## config.mk

```make
export PLATFORM = sky130hd
export DESIGN_NAME = axi3_burst_addr_gen
export DESIGN_NICKNAME = d
export VERILOG_FILES = /design/src/rtl/axi3_burst_addr_gen.sv
export SDC_FILE = /design/constraint.sdc
export NUM_CORES = 1
export LEC_CHECK = 0
export CORE_ASPECT_RATIO = 1.1
export CORE_MARGIN = 2
export CORE_UTILIZATION = 51
export CTS_CLUSTER_DIAMETER = 50
export DETAILED_ROUTE_END_ITERATION = 7
export PLACE_DENSITY_LB_ADDON = 0.05
export SLEW_MARGIN = 20
export SYNTH_ARGS = -nofsm -noshare
export SYNTH_HDL_FRONTEND = slang
export SYNTH_SLANG_ARGS = --single-unit
```

## constraint.sdc

```tcl
create_clock -name aclk -period 3.75 [get_ports aclk]
set_input_delay 0.5625 -clock aclk [delete_from_list [all_inputs] [get_ports aclk]]
set_output_delay 0.5625 -clock aclk [all_outputs]
set_load 0.05 [all_outputs]
```

## src/rtl/axi3_burst_addr_gen.sv

```systemverilog
// axi3_burst_addr_gen: per-beat AXI3/AXI4 burst address, strobe, index and last generator.
// Define AXI3_4K_CHECK_EN to add the beat_4k_err output and flag INCR bursts crossing a 4 KB page.
module axi3_burst_addr_gen #(
  parameter int ADDR_W     = 32,
  parameter int DATA_BYTES = 4,
  parameter int LEN_W      = 4
) (
  input  logic                  aclk,
  input  logic                  aresetn,
  input  logic                  cmd_valid,
  output logic                  cmd_ready,
  input  logic [ADDR_W-1:0]     cmd_addr,
  input  logic [LEN_W-1:0]      cmd_len,
  input  logic [2:0]            cmd_size,
  input  logic [1:0]            cmd_burst,
  output logic                  beat_valid,
  input  logic                  beat_ready,
  output logic [ADDR_W-1:0]     beat_addr,
  output logic [DATA_BYTES-1:0] beat_strb,
  output logic                  beat_last,
  output logic [LEN_W-1:0]      beat_idx,
  output logic                  cmd_err
`ifdef AXI3_4K_CHECK_EN
  ,
  output logic                  beat_4k_err
`endif
);
  localparam logic [2:0] MAX_SIZE = 3'($clog2(DATA_BYTES));
  localparam int         OFF_W    = (DATA_BYTES > 1) ? $clog2(DATA_BYTES) : 1;
  localparam logic [1:0] BT_FIXED = 2'b00;
  localparam logic [1:0] BT_INCR  = 2'b01;
  localparam logic [1:0] BT_WRAP  = 2'b10;

  typedef enum logic {IDLE, BUSY} state_t;
  state_t state_q, state_d;

  logic [ADDR_W-1:0] addr_q, addr_d, wmask_q;
  logic [LEN_W-1:0]  len_q, idx_q, idx_d;
  logic [2:0]        size_q;
  logic [1:0]        mode_q;
  logic              err_q;
  logic              cmd_fire, beat_fire;

  logic [2:0]        c_size;
  logic [1:0]        c_mode;
  logic              c_err, c_wrap_len_ok;
  logic [ADDR_W-1:0] c_bmask, c_wmask;
  logic [ADDR_W-1:0] bmask, incr;
  int                lo, hi;
`ifdef AXI3_4K_CHECK_EN
  logic [ADDR_W-1:0] c_end, page_q;
`endif

  assign cmd_fire  = cmd_valid && cmd_ready;
  assign beat_fire = beat_valid && beat_ready;

  always_ff @(posedge aclk or negedge aresetn) begin
    if (!aresetn) state_q <= IDLE;
    else          state_q <= state_d;
  end

  always_comb begin
    state_d = state_q;
    case (state_q)
      IDLE:    if (cmd_fire) state_d = BUSY;
      BUSY:    if (beat_fire && beat_last) state_d = cmd_fire ? BUSY : IDLE;
      default: state_d = IDLE;
    endcase
  end

  // Accepting a command on the last beat keeps the pipe full with no bubble.
  always_comb begin
    beat_valid = (state_q == BUSY);
    beat_last  = beat_valid && (idx_q == len_q);
    cmd_ready  = (state_q == IDLE) || (beat_valid && beat_ready && beat_last);
  end

  // Command decode: illegal fields are flagged and degraded to a legal burst.
  always_comb begin
    c_err  = 1'b0;
    c_size = cmd_size;
    if (cmd_size > MAX_SIZE) begin
      c_size = MAX_SIZE;
      c_err  = 1'b1;
    end
    c_bmask       = (ADDR_W'(1) << c_size) - ADDR_W'(1);
    c_wrap_len_ok = (cmd_len == LEN_W'(1)) || (cmd_len == LEN_W'(3)) ||
                    (cmd_len == LEN_W'(7)) || (cmd_len == LEN_W'(15));
    c_mode = cmd_burst;
    if (cmd_burst == 2'b11) begin
      c_mode = BT_INCR;
      c_err  = 1'b1;
    end else if (cmd_burst == BT_WRAP &&
                 (!c_wrap_len_ok || (cmd_addr & c_bmask) != '0)) begin
      c_mode = BT_INCR;
      c_err  = 1'b1;
    end
    c_wmask = ((ADDR_W'(cmd_len) + ADDR_W'(1)) << c_size) - ADDR_W'(1);
`ifdef AXI3_4K_CHECK_EN
    c_end = (cmd_addr & ~c_bmask) + (ADDR_W'(cmd_len) << c_size);
    if (c_mode == BT_INCR && ((c_end ^ cmd_addr) >> 12) != '0) c_err = 1'b1;
`endif
  end

  always_comb begin
    bmask  = (ADDR_W'(1) << size_q) - ADDR_W'(1);
    incr   = (addr_q & ~bmask) + bmask + ADDR_W'(1);
    addr_d = addr_q;
    idx_d  = idx_q;
    if (cmd_fire) begin
      addr_d = cmd_addr;
      idx_d  = '0;
    end else if (beat_fire && !beat_last) begin
      idx_d = idx_q + LEN_W'(1);
      case (mode_q)
        BT_FIXED: addr_d = addr_q;
        BT_WRAP:  addr_d = (addr_q & ~wmask_q) | (incr & wmask_q);
        default:  addr_d = incr;
      endcase
    end
  end

  always_ff @(posedge aclk or negedge aresetn) begin
    if (!aresetn) begin
      addr_q  <= '0;
      idx_q   <= '0;
      len_q   <= '0;
      size_q  <= '0;
      mode_q  <= BT_INCR;
      wmask_q <= '0;
      err_q   <= 1'b0;
    end else begin
      addr_q <= addr_d;
      idx_q  <= idx_d;
      err_q  <= cmd_fire && c_err;
      if (cmd_fire) begin
        len_q   <= cmd_len;
        size_q  <= c_size;
        mode_q  <= c_mode;
        wmask_q <= c_wmask;
      end
    end
  end

  // Lanes from the byte offset up to the end of its size-aligned group.
  always_comb begin
    beat_strb = '0;
    lo = int'(addr_q[OFF_W-1:0]) & (DATA_BYTES - 1);
    hi = lo | ((1 << size_q) - 1);
    for (int i = 0; i < DATA_BYTES; i++)
      if (beat_valid && i >= lo && i <= hi) beat_strb[i] = 1'b1;
  end

  assign beat_addr = addr_q;
  assign beat_idx  = idx_q;
  assign cmd_err   = err_q;

`ifdef AXI3_4K_CHECK_EN
  always_ff @(posedge aclk or negedge aresetn) begin
    if (!aresetn)      page_q <= '0;
    else if (cmd_fire) page_q <= cmd_addr;
  end

  assign beat_4k_err = beat_valid && (mode_q == BT_INCR) && (((addr_q ^ page_q) >> 12) != '0);
`endif
endmodule
```

==> impl_metrics.ini <==
[yosys]
synth_edf_count = 0
synth_cells = 598
ys_seq_area_share_pct = 35.2
netlist-cell-type-count = 76
netlist_area_um2 = 4980
async_flop_share_pct = 100
yosys_warnings = 0
synth_seq_cells = 70
syn_avg_cell_area_um2 = 8.33
yosys_most_used_dff = dfrtp_1

[drt]
drcViolationCount = 0
wirelength_um = 14500
drt_iter0_drc = 387
vias_per_cell = 6.12
drt-pass1-iter-count = 5
vias = 4820
ant_nets = 0
wl_per_cell_um = 18.4

[setup_path]
crit_required_ns = 3.19
arrival_ns = 2.97
cp_cell_sequence = or3_1 -> ha_1 -> nand2b_1 -> ha_1 -> mux2_2 -> a221oi_2 -> buf_12
cpMostUsedCell = ha_1
crit_path_start_kind = register
crit_path_max_incr_delay_ns = 0.52
r2r_setup_slack_ns = 0.38
critPathMaxFanout = 18
crit_slowest_cell = dfrtp_2
cp-end-kind = primary output
crit_type = reg -> out

[global_routing]
grt_use_total_pct = 27.9
grt_overflow = 0
groute.layer.met3.usage_pct = 3.96
antenna_found_initial = 0
grt_util_met1_pct = 37.8
grtUsageMet2_pct = 45.8
grt_pass1_vias = 4586
top_usage_layer = met2
grt_pass1_wl_um = 23500
grt_max_degree = 49

[cts]
clock_sinks = 70
path_clk_slew_ns = 0.09
root_buffer = clkbuf_8
clk_latency_ns = 0.35
cts_setup_buffers = 0
clock_path_buffers = 2
cts_buffers = 9
cts_tree = yes
h-tree-depth = 3

[run_status]
outcome = finished clean

[timing]
hold_viol_final = 0
setup_tns_ns = 0
relSlewSlack_pct = 57.8
fin_crit_ns = 3.53
finalSetupViolCount = 0
clock.fmax_mhz = 283
clock_skew_ns = 0.0162
grt_setup_unrepaired = no
drv_slew = 0
fin_crit_sh_pct = 94.1
tightest_slew_ns = 0.633

[cells_and_area]
num-nets-final = 723
diodes = 0
synthToLayoutAreaGrowth_pct = 21.8
layout-drive-gt1-share_pct = 8.51
utilization_pct = 64.3

[power]
power_density_nw_per_um2 = 951
p_leak_uw = 0.00264
p_total_uw = 5770
ir_drop_v = 0.000501

[placed_design]
numPortBuffers = 88
dpl.hpwl_um = 10700
gp_congestion = 0.927

[die]
die_y_um = 108
die_w_um = 98.2
start_util_pct = 52.8
core_um2 = 9440
pin_count = 89
dieArea_um2 = 10600
row_count = 37

[min_path]
worstHoldPathType = in -> async

[run]
drv_cap = 0
-- metrics by stage --
| stage | area, um2 | hold slack (ns) | instances | setup WS, ns |
|---|---|---|---|---|
| 3_5_place_dp | 5880 | 0.466 | 772 | 0.353 |
| 2_1_floorplan | 4990 | 0.267 | 599 | 0.0419 |
| 6_report | 6070 | 0.205 | 787 | 0.221 |
| 4_1_cts | 6070 | 0.215 | 787 | 0.147 |
| 3_3_place_gp | 5880 | 0.458 | 772 | 0.433 |
| 5_1_grt | 6070 | 0.247 | 787 | 0.0790 |
-- timing repair --
| item | 4_1_cts | 5_1_grt |
|---|---|---|
| endpoints found under the hold margin | 0 | 0 |
| gates resized for setup | 0 | 1 |
| hold buffers | 0 | 0 |
| endpoints found under the setup margin | 0 | 2 |
-- placed cells by master, fill, tap and decap left out, types with 4 or more instances in the layout --
master and n:
nand3_1 24, o2111ai_1 5, ha_1 12, inv_1 10, o211ai_1 14, xor2_1 10
a211o_1 4, o31ai_1 4, dfrtp_1 68, xnor2_1 12, clkdlybuf4s50_1 84, buf_4 12
nand2b_1 7, o21ai_0 38, nor2_1 57, a21oi_1 41, clkbuf_8 9, nand4_1 18
o21a_1 6, nor3b_1 4, and3_1 14, o21ai_1 4, nand2_1 67, and4_1 4
mux2i_1 10, and2_1 8, a31oi_1 10, or3_1 5, nor3_1 12, a21o_1 16
-- final cells by class --
class                   instances  area, um2
well taps                     117        146
flip-flops and latches         70       1750
repair buffers                 99        976
inverters                      11       41.3
clock inverters                 6       63.8
clock buffers                   9        124
fillers                       822       3370
multi-input cells             475       2970
-- critical path, delay by kind of cell, from the launching register on --
| kind | cells | cell delay, ns |
|---|---|---|
| AO/OA/AOI/OAI | 1 | 0.37 |
| adder cells (fa/ha/maj) | 2 | 0.58 |
| buffers and inverters | 1 | 0.19 |
| flip-flops | 1 | 0.52 |
| multiplexers | 1 | 0.36 |
| AND/OR/NAND/NOR | 2 | 0.59 |
-- logic make-up (layout without fill, tap and decap cells) --
group / count (synthesis) / in the layout / synth area share, %
flip-flops: 70 / 70 / 35.2
other: 2 / 3 / 0.151
AO/OA/AOI/OAI: 177 / 177 / 24.1
XOR/XNOR: 22 / 22 / 3.87
buffers and inverters: 54 / 125 / 5.55
adder cells (fa/ha/maj): 12 / 12 / 3.01
multiplexers: 12 / 12 / 2.46
AND/OR/NAND/NOR: 249 / 249 / 25.6
-- synth_stat cells, types with 3 or more instances --
cell type,instances,area (um2)
xnor2_1,12,105
ha_1,12,150
o21ai_1,4,20.0
o21a_1,6,45.0
o21ai_0,38,190
nand2b_1,7,43.8
inv_1,10,37.5
a31oi_1,10,62.6
a211o_1,4,35.0
or3_1,5,31.3
nand3_2,3,30.0
or2_2,3,18.8
o31ai_1,4,30.0
clkbuf_1,16,60.1
o211ai_1,14,105
xor2_1,10,87.6
dfrtp_1,69,1730
nand2_1,68,255
nor3b_1,4,30.0
buf_2,17,85.1
and2_1,8,50.1
nand4_1,18,113
mux2i_1,10,100
nand3_1,24,120
a311oi_1,3,26.3
nor2b_1,3,18.8
or4_1,3,22.5
and4_1,4,35.0
o2111ai_1,5,43.8
nor3_1,12,60.1
a21o_1,16,120
buf_6,6,67.6
nor2_1,57,214
o221ai_1,3,26.3
a21oi_1,41,205
and3_1,14,87.6
-- worst paths after layout --
| path | startpoint | end | depth (start not counted) |
|---|---|---|---|
| max | size_q[1] | beat_strb[2] | 7 |
| min | aresetn | async pin | 1 |
| max reg2reg | size_q[1] | register | 10 |
| min reg2reg | wmask_q[2] | wmask_q[2] | 2 |
| max in group asynchronous | aresetn | size_q[1] | 2 |
| min in group aclk | wmask_q[2] | wmask_q[2] | 2 |
-- per-layer routing --
metal / routed length, um / part of all wire [%]
met1: 6380 / 44
met2: 6910 / 48
met3: 891 / 6.1
met4: 334 / 2.3
met5: 0 / 0
-- where the power goes --
group / switching, uW / leakage, uW / internal [uW]
Combinational: 2270 / 0.00168 / 1350
Sequential: 446 / 0.000868 / 1110
Clock: 300 / 0.0000911 / 302
Power figures use the tool's default switching activity.
